## src/rtl/ssp_pkg.sv

```systemverilog
// Shared definitions for the parametrised SSP transmitter: FSM state encoding,
// legal parameter ranges and a configuration legality helper.
// No ports; imported by ssp_tx_param and ssp_shifter.
package ssp_pkg;

    typedef logic [1:0] ssp_tx_state_t;

    localparam ssp_tx_state_t SSP_TX_IDLE  = 2'd0;
    localparam ssp_tx_state_t SSP_TX_SHIFT = 2'd1;
    localparam ssp_tx_state_t SSP_TX_GAP   = 2'd2;

    localparam int SSP_DW_MIN  = 4;
    localparam int SSP_DW_MAX  = 16;
    localparam int SSP_GAP_MIN = 0;
    localparam int SSP_GAP_MAX = 15;

    // Gap counter only ever needs to hold GAP_CYCLES-1.
    localparam int SSP_GAP_CW = $clog2(SSP_GAP_MAX + 1);

    function automatic bit ssp_tx_cfg_legal(input int dw, input int gap);
        return (dw >= SSP_DW_MIN) && (dw <= SSP_DW_MAX) &&
               (gap >= SSP_GAP_MIN) && (gap <= SSP_GAP_MAX);
    endfunction

endpackage

```

## src/rtl/ssp_tx_param_if.sv

```systemverilog
// FIFO-side and pad-side signal bundle of the SSP transmitter.
// master: the transmitter (reads FIFO head, drives pop/done/busy and pads).
// slave:  the environment (FIFO + enable source, pad observer).
interface ssp_tx_param_if #(
    parameter int DATA_WIDTH = 8
);
    logic                  tx_en;
    logic                  tx_empty;
    logic [DATA_WIDTH-1:0] tx_data;
    logic                  tx_pop;
    logic                  tx_done;
    logic                  busy;
    logic                  SSPTXD;
    logic                  SSPFSSOUT;
    logic                  SSPOE_B;

    modport master (
        input  tx_en, tx_empty, tx_data,
        output tx_pop, tx_done, busy, SSPTXD, SSPFSSOUT, SSPOE_B
    );

    modport slave (
        output tx_en, tx_empty, tx_data,
        input  tx_pop, tx_done, busy, SSPTXD, SSPFSSOUT, SSPOE_B
    );

endinterface

```

## src/rtl/ssp_shifter.sv

```systemverilog
// Load/shift register feeding the SSP serial line, MSB- or LSB-first.
// Latency: load_bit_o is combinational from data_i; next_bit_o is the bit
// that follows the one currently on the line. No backpressure (driven by FSM).
// Ports: clk_i/rst_i (async active-high), load_i, shift_i, data_i,
//        load_bit_o, next_bit_o, parity_o (only with SSP_TX_PARITY_EN).
// Optional feature macro: SSP_TX_PARITY_EN (even parity of the loaded word).
module ssp_shifter
    import ssp_pkg::*;
#(
    parameter int DATA_WIDTH = 8,
    parameter int LSB_FIRST  = 0
) (
    input  logic                  clk_i,
    input  logic                  rst_i,
    input  logic                  load_i,
    input  logic                  shift_i,
    input  logic [DATA_WIDTH-1:0] data_i,
    output logic                  load_bit_o,
    output logic                  next_bit_o
`ifdef SSP_TX_PARITY_EN
    ,
    output logic                  parity_o
`endif
);

    // sh_q holds only the bits not yet placed on the line: the first bit goes
    // straight from data_i into the pad register, so the word is stored
    // pre-shifted by one position on load.
    logic [DATA_WIDTH-1:0] sh_q, sh_d;

    always_comb begin
        sh_d = sh_q;
        if (load_i) begin
            sh_d = (LSB_FIRST != 0) ? (data_i >> 1) : (data_i << 1);
        end else if (shift_i) begin
            sh_d = (LSB_FIRST != 0) ? (sh_q >> 1) : (sh_q << 1);
        end
    end

    always_ff @(posedge clk_i or posedge rst_i) begin
        if (rst_i) begin
            sh_q <= '0;
        end else begin
            sh_q <= sh_d;
        end
    end

    assign load_bit_o = (LSB_FIRST != 0) ? data_i[0] : data_i[DATA_WIDTH-1];
    assign next_bit_o = (LSB_FIRST != 0) ? sh_q[0]   : sh_q[DATA_WIDTH-1];

`ifdef SSP_TX_PARITY_EN
    logic par_q, par_d;

    assign par_d = load_i ? (^data_i) : par_q;

    always_ff @(posedge clk_i or posedge rst_i) begin
        if (rst_i) begin
            par_q <= 1'b0;
        end else begin
            par_q <= par_d;
        end
    end

    assign parity_o = par_q;
`endif

endmodule

```

## src/rtl/ssp_tx_param.sv

```systemverilog
// Parametrised SSP serial transmitter: pops words from a show-ahead FIFO and
// serialises them with a one-cycle frame pulse, optional inter-frame gap.
// Latency: first bit on SSPTXD one cycle after the accept (tx_pop) edge.
// Backpressure: words are taken only at frame boundaries when tx_en & !tx_empty.
// Ports: SSPCLKOUT (clock), pclear (async active-high reset), bus (master
//        modport: tx_en/tx_empty/tx_data in; tx_pop/tx_done/busy and the
//        registered pads SSPTXD/SSPFSSOUT/SSPOE_B out).
// Optional feature macro: SSP_TX_PARITY_EN (appends an even-parity bit).
module ssp_tx_param
    import ssp_pkg::*;
#(
    parameter int DATA_WIDTH = 8,
    parameter int LSB_FIRST  = 0,
    parameter int GAP_CYCLES = 0
) (
    input  logic           SSPCLKOUT,
    input  logic           pclear,
    ssp_tx_param_if.master bus
);

    if (!ssp_tx_cfg_legal(DATA_WIDTH, GAP_CYCLES)) begin : g_bad_cfg
        $error("ssp_tx_param: DATA_WIDTH or GAP_CYCLES out of range");
    end

`ifdef SSP_TX_PARITY_EN
    localparam int FRAME_LEN = DATA_WIDTH + 1;
`else
    localparam int FRAME_LEN = DATA_WIDTH;
`endif
    localparam int CW = $clog2(DATA_WIDTH + 1);
    localparam logic [CW-1:0]         CNT_LOAD = CW'(FRAME_LEN - 1);
    localparam logic [SSP_GAP_CW-1:0] GAP_LOAD =
        SSP_GAP_CW'((GAP_CYCLES > 0) ? (GAP_CYCLES - 1) : 0);

    ssp_tx_state_t         state_q, state_d;
    logic [CW-1:0]         cnt_q, cnt_d;
    logic [SSP_GAP_CW-1:0] gap_q, gap_d;
    logic                  txd_q, txd_d;
    logic                  fss_q, fss_d;
    logic                  oeb_q, oeb_d;

    logic accept;
    logic last_bit;
    logic more_bits;
    logic shift_en;
    logic load_bit;
    logic next_bit;
`ifdef SSP_TX_PARITY_EN
    logic parity_bit;
`endif

    // Counter counts down to 0 on the final cycle of the frame.
    assign last_bit  = (state_q == SSP_TX_SHIFT) && (cnt_q == '0);
    assign more_bits = (state_q == SSP_TX_SHIFT) && (cnt_q != '0);

    // Frame boundaries: idle, or the last bit when frames run back-to-back.
    // Gated by pclear so no pop escapes while reset is held.
    assign accept = !pclear && bus.tx_en && !bus.tx_empty &&
                    ((state_q == SSP_TX_IDLE) || (last_bit && (GAP_CYCLES == 0)));

    assign shift_en = (state_q == SSP_TX_SHIFT) && !accept;

    ssp_shifter #(
        .DATA_WIDTH (DATA_WIDTH),
        .LSB_FIRST  (LSB_FIRST)
    ) u_shifter (
        .clk_i      (SSPCLKOUT),
        .rst_i      (pclear),
        .load_i     (accept),
        .shift_i    (shift_en),
        .data_i     (bus.tx_data),
        .load_bit_o (load_bit),
        .next_bit_o (next_bit)
`ifdef SSP_TX_PARITY_EN
        ,
        .parity_o   (parity_bit)
`endif
    );

    // State register (includes the registered pad outputs).
    always_ff @(posedge SSPCLKOUT or posedge pclear) begin
        if (pclear) begin
            state_q <= SSP_TX_IDLE;
            cnt_q   <= '0;
            gap_q   <= '0;
            txd_q   <= 1'b0;
            fss_q   <= 1'b0;
            oeb_q   <= 1'b1;
        end else begin
            state_q <= state_d;
            cnt_q   <= cnt_d;
            gap_q   <= gap_d;
            txd_q   <= txd_d;
            fss_q   <= fss_d;
            oeb_q   <= oeb_d;
        end
    end

    // Next-state logic.
    always_comb begin
        state_d = state_q;
        cnt_d   = cnt_q;
        gap_d   = gap_q;
        case (state_q)
            SSP_TX_IDLE: begin
                if (accept) begin
                    state_d = SSP_TX_SHIFT;
                    cnt_d   = CNT_LOAD;
                end
            end
            SSP_TX_SHIFT: begin
                if (cnt_q != '0) begin
                    cnt_d = cnt_q - CW'(1);
                end else if (GAP_CYCLES > 0) begin
                    state_d = SSP_TX_GAP;
                    gap_d   = GAP_LOAD;
                end else if (accept) begin
                    cnt_d = CNT_LOAD;
                end else begin
                    state_d = SSP_TX_IDLE;
                end
            end
            SSP_TX_GAP: begin
                if (gap_q == '0) begin
                    state_d = SSP_TX_IDLE;
                end else begin
                    gap_d = gap_q - SSP_GAP_CW'(1);
                end
            end
            default: begin
                state_d = SSP_TX_IDLE;
            end
        endcase
    end

    // Output logic: pad registers are loaded with the value for the coming
    // cycle, so an accept drives the new word's first bit and frame pulse.
    always_comb begin
        fss_d = accept;
        oeb_d = !(accept || more_bits);
        txd_d = 1'b0;
        if (accept) begin
            txd_d = load_bit;
        end else if (more_bits) begin
`ifdef SSP_TX_PARITY_EN
            txd_d = (cnt_q == CW'(1)) ? parity_bit : next_bit;
`else
            txd_d = next_bit;
`endif
        end
    end

    assign bus.tx_pop    = accept;
    assign bus.tx_done   = last_bit;
    assign bus.busy      = (state_q != SSP_TX_IDLE);
    assign bus.SSPTXD    = txd_q;
    assign bus.SSPFSSOUT = fss_q;
    assign bus.SSPOE_B   = oeb_q;

endmodule

```

## src/flat_wrapper.sv

```systemverilog
// flat-port wrapper written by rule: the top's interface ports become plain ports
module ssp_tx_param_flat import ssp_pkg::*;
#(
    parameter int DATA_WIDTH = 8,
    parameter int LSB_FIRST  = 0,
    parameter int GAP_CYCLES = 0
)
  (SSPCLKOUT, pclear, bus_tx_en, bus_tx_empty, bus_tx_data, bus_tx_pop, bus_tx_done, bus_busy, bus_SSPTXD, bus_SSPFSSOUT, bus_SSPOE_B);
  ssp_tx_param_if #(.DATA_WIDTH(DATA_WIDTH)) bus_i ();
  input  logic SSPCLKOUT;
  input  logic pclear;
  input wire logic [$bits(bus_i.tx_en)-1:0] bus_tx_en;
  input wire logic [$bits(bus_i.tx_empty)-1:0] bus_tx_empty;
  input wire logic [$bits(bus_i.tx_data)-1:0] bus_tx_data;
  output wire logic [$bits(bus_i.tx_pop)-1:0] bus_tx_pop;
  output wire logic [$bits(bus_i.tx_done)-1:0] bus_tx_done;
  output wire logic [$bits(bus_i.busy)-1:0] bus_busy;
  output wire logic [$bits(bus_i.SSPTXD)-1:0] bus_SSPTXD;
  output wire logic [$bits(bus_i.SSPFSSOUT)-1:0] bus_SSPFSSOUT;
  output wire logic [$bits(bus_i.SSPOE_B)-1:0] bus_SSPOE_B;
  assign bus_i.tx_en = bus_tx_en;
  assign bus_i.tx_empty = bus_tx_empty;
  assign bus_i.tx_data = bus_tx_data;
  assign bus_tx_pop = bus_i.tx_pop;
  assign bus_tx_done = bus_i.tx_done;
  assign bus_busy = bus_i.busy;
  assign bus_SSPTXD = bus_i.SSPTXD;
  assign bus_SSPFSSOUT = bus_i.SSPFSSOUT;
  assign bus_SSPOE_B = bus_i.SSPOE_B;
  ssp_tx_param #(.DATA_WIDTH(DATA_WIDTH), .LSB_FIRST(LSB_FIRST), .GAP_CYCLES(GAP_CYCLES)) u_core (.SSPCLKOUT(SSPCLKOUT), .pclear(pclear), .bus(bus_i));
endmodule
```

## config.mk

```make
export PLATFORM = sky130hd
export DESIGN_NAME = ssp_tx_param_flat
export DESIGN_NICKNAME = d
export VERILOG_FILES = /design/src/rtl/ssp_pkg.sv /design/src/rtl/ssp_tx_param_if.sv /design/src/rtl/ssp_shifter.sv /design/src/rtl/ssp_tx_param.sv /design/src/flat_wrapper.sv
export SDC_FILE = /design/constraint.sdc
export NUM_CORES = 1
export LEC_CHECK = 0
export ABC_AREA = 1
export CORE_MARGIN = 2
export CORE_UTILIZATION = 47
export CTS_CLUSTER_DIAMETER = 50
export CTS_CLUSTER_SIZE = 12
export DETAILED_ROUTE_END_ITERATION = 10
export GPL_TIMING_DRIVEN = 0
export PLACE_DENSITY = 0.85
export SLEW_MARGIN = 20
export SYNTH_ARGS = -nofsm -noshare
export SYNTH_HDL_FRONTEND = slang
export SYNTH_SLANG_ARGS = --single-unit
export TNS_END_PERCENT = 5
```

## constraint.sdc

```tcl
create_clock -name SSPCLKOUT -period 2.27 [get_ports SSPCLKOUT]
set_clock_uncertainty 0.15 [all_clocks]
set_input_delay 0.454 -clock SSPCLKOUT [delete_from_list [all_inputs] [get_ports SSPCLKOUT]]
set_output_delay 0.454 -clock SSPCLKOUT [all_outputs]
set_load 0.005 [all_outputs]
```

==> flow_metrics.py, run 1 <==
metrics = {
    "setup_path": {
        "rrSetupSlack_ns": 0.79,
        "worst_setup_path_start_kind": "input port",
        "arrival_ns": 1.51,
        "critical_path.max_fanout": 8,
        "ff2ff_path_depth": 8,
        "critPathLaunch": "bus_tx_empty",
        "path_class": "in -> out",
        "cp-end-kind": "primary output",
        "crit_required_ns": 1.67,
        "rr_endpoint": "u_core.cnt_q[1]",
        "regToRegStartpoint": "u_core.cnt_q[1]",
    },
    "final_layout": {
        "drive_gt1_share_pct": 24.2,
        "area_delta_synth_final_pct": 38.4,
        "final_common_cell": "nand2_1",
        "post_layout_nonfiller_instances": 136,
        "post-route-util_pct": 69.7,
        "final_cell_mix": "22 x nand2_1, 14 x nand3_1, 14 x dfrtp_1",
        "antennaDiodeCount": 0,
        "multiInputGateArea_um2": 322,
        "fillers": 117,
        "final_area_mm2": 0.00105,
        "seq_area_um2": 377,
        "fin_nets": 134,
    },
    "cts": {
        "h-tree-depth": 1,
        "clk_path_buf_depth": 2,
        "clock_latency_ns": 0.28,
        "clock_sinks": 15,
        "cts_tree": "done",
        "numCtsBuffers": 3,
        "cts-root-buf": "clkbuf_4",
        "cts.clk_slew.worst_paths_ns": 0.10,
        "postCtsHoldBufs": 0,
    },
    "place": {
        "place_area_um2": 948,
        "dp_hpwl_mm": 1.08,
        "place_congestion": 0.761,
        "numPortBuffers": 17,
        "dp.cells": 125,
    },
    "timing": {
        "setup_tns_ns": 0,
        "period_minus_slack_ns": 2.11,
        "rsz0062_at_grt": "false",
        "timing.slew.headroom_pct": 86.5,
        "tightest_slew_ns": 0.202,
        "period_share_pct": 93.0,
        "setup_viol": 0,
        "finalHoldViolations": 0,
        "finalMaxSlewViolations": 0,
        "fmax_mhz": 474,
    },
    "routing": {
        "drt_pass1_iterations": 4,
        "ant_nets": 0,
        "wl_per_cell_um": 11.9,
        "via_per_inst": 5.10,
        "routed_wl_mm": 1.62,
        "drtIter0Drc": 9,
        "vias": 694,
        "drc": 0,
    },
    "pwr": {
        "ir_worst_vdd_v": 0.000664,
        "leakage_nw": 0.549,
        "p_total_mw": 1.12,
        "power_density_mw_per_mm2": 1070,
    },
    "global_routing": {
        "grt_usage_pct": 20.4,
        "grt_pass1_vias": 678,
        "grt_max_degree": 16,
        "overflow": 0,
        "grt_first_pass_wirelength_mm": 2.84,
        "grt_antenna_before_repair": 0,
    },
    "flow_run": {
        "drv_cap": 0,
    },
    "floorplan": {
        "initial_core_util_pct": 50.3,
        "die_h_um": 44.2,
        "die_area_mm2": 0.00195,
        "coreArea_mm2": 0.00151,
        "io_pins": 18,
        "std_cell_rows": 14,
        "fp.dieW_um": 44.2,
    },
    "yosys": {
        "syn_nets": 105,
        "seq_area_frac_synth_pct": 49.7,
        "yosysWarnings": 0,
        "synthTopCellsByArea": "dfrtp_1 46%, nand2_1 11%, nand3_1 9.2%",
        "syn_inst": 92,
        "netlist_area_um2": 758,
        "ys_types": 16,
        "syn_avg_cell_area_um2": 8.24,
        "netlist.area_leader.share_pct": 46.2,
        "synth_area_leader_cell": "dfrtp_1",
        "synth-seq-cells": 15,
    },
    "outcome": {
        "outcome": "complete, no violations",
    },
    "min_path": {
        "hold_path.class": "in -> async",
    },
}
## registers in the layout, summed over array words and instances, names as in the netlist
signal                 cells
u_core.bus.SSPTXD          1
u_core.state_q             1
u_core.u_shifter.sh_q      7
u_core.bus.SSPOE_B         1
u_core.cnt_q               4
u_core.bus.SSPFSSOUT       1
## layer usage
layer	global-route usage [%]	vias up	share of wire (%)
li1	-	345	-
met1	24.1	327	43
met2	34.7	18	50
met3	4.08	4	4.2
met4	10.9	0	2.2
met5	0	-	0
## kinds of logic after synthesis
| kind of cell | after synthesis | share of synthesized area [%] |
|---|---|---|
| AND/OR/NAND/NOR | 45 | 30.2 |
| buffers and inverters | 20 | 10.6 |
| flip-flops | 15 | 49.7 |
| adder cells (fa/ha/maj) | 1 | 1.65 |
| XOR/XNOR | 1 | 1.16 |
| AO/OA/AOI/OAI | 10 | 6.77 |
## power by group
part	leakage [nW]	switching (mW)	total (mW)	internal, mW
Combinational	0.341	0.296	0.541	0.245
Sequential	0.190	0.0570	0.427	0.370
Clock	0.0177	0.0886	0.154	0.0653
## worst max path at each step
stage | to | slack [ns] | depth (start not counted)
2_1_floorplan | bus_tx_pop | 0.55 | 5
3_3_place_gp | bus_tx_pop | -0.52 | 7
3_5_place_dp | bus_tx_pop | -0.55 | 7
4_1_cts | bus_tx_done | 0.05 | 5
5_1_grt | bus_tx_pop | 0.08 | 7
6_report | bus_tx_pop | 0.16 | 7
## cell type report
type                       count  area share [%]
sequential                    15            35.9
multi-input combinational     57            30.6
timing repair buffer          24            21.1
inverter                      20            7.87
clock buffer                   3            2.15
tap                           16            1.91
clock inverter                 1           0.477
## through the flow
step | hold WS (ns) | worst slack (ns)
5_1_grt | 0.215 | 0.0811
3_3_place_gp | 0.312 | -0.524
6_report | 0.211 | 0.159
4_1_cts | 0.216 | 0.0541
2_1_floorplan | 0.138 | 0.551
3_5_place_dp | 0.319 | -0.554
## cell usage after synthesis, drive strengths merged
cell	n
nand3	16
a21oi	7
inv	19
o21ai	2
xor2	1
o22ai	1
clkinv	1
ha	1
dfstp	1
dfrtp	14
nor2	4
nand2	25
## worst max-delay path, stage by stage
cell	delay (ns)
clkdlybuf4s50_1	0.47
inv_2	0.04
nand3_4	0.08
clkinv_4	0.06
nand2_4	0.10
inv_2	0.05
dlygate4sd2_1	0.25
## what timing repair did
item                       CTS  global route
setup buffers                7             0
setup endpoints to repair    2             1
pin swaps                    2             0
gates resized for setup     10             1
No activity file was read; power rests on OpenSTA's default activity.
==> inputs of run 2 (changes only) <==
==> constraint.sdc (replaced) <==
create_clock -name SSPCLKOUT -period 2.4 [get_ports SSPCLKOUT]
set_clock_uncertainty 0.15 [all_clocks]
set_input_delay 0.48 -clock SSPCLKOUT [delete_from_list [all_inputs] [get_ports SSPCLKOUT]]
set_output_delay 0.48 -clock SSPCLKOUT [all_outputs]
set_load 0.005 [all_outputs]
==> flow_metrics.py, run 2 (synthesis results as in run 1) <==
metrics = {
    "outcome": {
        "outcome": "complete, no violations",
    },
    "place": {
        "place_area_um2": 948,
        "numPortBuffers": 17,
        "place_congestion": 0.761,
        "dp_hpwl_mm": 1.08,
        "place_ws_ns": -0.476,
        "dp.cells": 125,
    },
    "routing": {
        "via_per_inst": 5.06,
        "drc": 0,
        "ant_nets": 0,
        "vias": 678,
        "drtIter0Drc": 14,
        "drt_pass1_iterations": 4,
        "wl_per_cell_um": 11.8,
        "routed_wl_mm": 1.59,
    },
    "timing": {
        "setup_tns_ns": 0,
        "tightest_slew_ns": 0.198,
        "fmax_mhz": 445,
        "setup_viol": 0,
        "timing.slew.headroom_pct": 86.8,
        "finalHoldViolations": 0,
        "period_minus_slack_ns": 2.25,
        "period_share_pct": 93.6,
        "finalMaxSlewViolations": 0,
        "rsz0062_at_grt": "false",
        "final.setup.worst_slack_ns": 0.155,
    },
    "setup_path": {
        "worst_setup_path_start_kind": "flip-flop",
        "crit_required_ns": 1.77,
        "rrSetupSlack_ns": 0.93,
        "critical_path.max_fanout": 4,
        "arrival_ns": 1.62,
        "path_cells": "inv_2 > ha_4 > nand3_4 > nor2_1 > clkdlybuf4s50_1",
        "cp-end-kind": "primary output",
        "path_class": "reg -> out",
        "crit_path_top_delay_cell": "clkdlybuf4s50_1",
        "critical-path-max-stage-delay_ns": 0.50,
    },
    "cts": {
        "clk_path_buf_depth": 2,
        "clock_latency_ns": 0.29,
        "numCtsBuffers": 3,
        "cts-root-buf": "clkbuf_4",
        "cts_tree": "done",
        "postCtsHoldBufs": 0,
        "cts.clk_slew.worst_paths_ns": 0.09,
        "clock_sinks": 15,
        "h-tree-depth": 1,
    },
    "flow_run": {
        "drv_cap": 0,
    },
    "global_routing": {
        "grt_pass1_vias": 643,
        "grt_first_pass_wirelength_mm": 2.70,
        "grt_antenna_before_repair": 0,
        "grt_max_degree": 16,
        "overflow": 0,
        "grt_usage_pct": 19.3,
    },
    "pwr": {
        "pwr-share-clk_pct": 14.2,
        "switching_share_pct": 39.6,
        "pwr-share-seq_pct": 38.8,
        "p_int_uw": 625,
        "p_sw_uw": 409,
        "leakage_nw": 0.534,
        "power_density_mw_per_mm2": 998,
        "p_comb_share_pct": 46.9,
        "ir_worst_vdd_v": 0.000630,
    },
    "final_layout": {
        "area_delta_synth_final_pct": 36.6,
        "largest_register_ffs": 7,
        "final_area_mm2": 0.00104,
        "antennaDiodeCount": 0,
        "post_layout_nonfiller_instances": 134,
        "final_cell_mix": "22 x nand2_1, 14 x nand3_1, 14 x clkdlybuf4s50_1, 14 x dfrtp_1",
        "drive_gt1_share_pct": 22.9,
        "final_common_cell": "nand2_1",
        "largest_register": "u_core.u_shifter.sh_q",
        "top_regs": "u_core.u_shifter.sh_q (7), u_core.cnt_q (4)",
        "fin_nets": 132,
    },
    "min_path": {
        "hold_path.class": "in -> async",
    },
    "floorplan": {
        "std_cell_rows": 14,
        "fp.dieW_um": 44.2,
        "io_pins": 18,
        "die_h_um": 44.2,
        "initial_core_util_pct": 50.3,
        "coreArea_mm2": 0.00151,
        "die_area_mm2": 0.00195,
    },
}
==> run 2: cell count changes in the layout (fill, tap and decap cells not counted) <==
cell,before,now
dlygate4sd2_1,3,2
clkdlybuf4s50_1,13,14
buf_4,7,5
==> run 2: layout make-up <==
| cell class | count | area (um2) |
|---|---|---|
| flip-flops and latches | 15 | 377 |
| multi-input cells | 57 | 322 |
| clock buffers | 3 | 22.5 |
| fillers | 118 | 470 |
| well taps | 16 | 20.0 |
| inverters | 20 | 82.6 |
| repair buffers | 22 | 208 |
| clock inverters | 1 | 5.00 |
==> run 2: worst max-delay path: cells and delay by family, from the launching register on <==
family	cells	cell delay (ns)
DFF	1	0.39
adders and majority gates	1	0.16
and+or+nand+nor	2	0.18
buffers and inverters	2	0.60
==> run 2: timing repair <==
item	CTS	global route
gates resized for setup	8	2
setup endpoints to repair	1	1
setup buffers	4	1
pin swaps	2	2
==> run 2: worst paths after layout <==
check	from	to	cells after the start
max reg2reg	u_core.cnt_q[0]	u_core.cnt_q[1]	8
max	u_core.cnt_q[0]	bus_tx_done	5
min	pclear	u_core.cnt_q[3]	3
max in group asynchronous	pclear	u_core.bus.SSPOE_B	3
min in group SSPCLKOUT	u_core.u_shifter.sh_q[7]	u_core.bus.SSPTXD	2
min reg2reg	u_core.u_shifter.sh_q[7]	u_core.bus.SSPTXD	2
==> run 2: power by group through the flow <==
stage	combinational (mW)	sequential [mW]	clock (mW)
after detailed placement	0.416	0.404	0
final	0.485	0.402	0.147
after CTS	0.460	0.402	0.146
after global placement	0.403	0.400	0
after floorplan	0.284	0.398	0
after global routing	0.548	0.412	0.162
==> run 2: layer usage <==
metal | part of all wire [%] | wire length (um) | vias to the layer above | GRT usage [%]
met5 | 0 | 0 | - | 0
met4 | 4.1 | 65 | 0 | 10.9
met3 | 5.5 | 88 | 6 | 4.08
met2 | 49 | 784 | 19 | 32.1
met1 | 41 | 648 | 315 | 23.1
li1 | - | - | 338 | -
==> run 2: metrics by stage <==
stage,power [mW],utilization [%],hold slack [ns]
detailed placement,0.820,63.0,0.319
global placement,0.803,63.0,0.312
floorplan,0.682,-,0.164
finish,1.03,68.8,0.229
global route,1.12,68.8,0.235
CTS,1.01,67.6,0.242
==> inputs of run 3 (changes only) <==
--- a/config.mk
+++ b/config.mk
@@ -8,7 +8,7 @@
 export ABC_AREA = 1
 export CORE_MARGIN = 2
 export CORE_UTILIZATION = 47
-export CTS_CLUSTER_DIAMETER = 50
+export CTS_CLUSTER_DIAMETER = 80
 export CTS_CLUSTER_SIZE = 12
 export DETAILED_ROUTE_END_ITERATION = 10
 export GPL_TIMING_DRIVEN = 0
==> results of run 3 <==
Same layout as run 2: the final DEF is identical, and so are final timing and power.
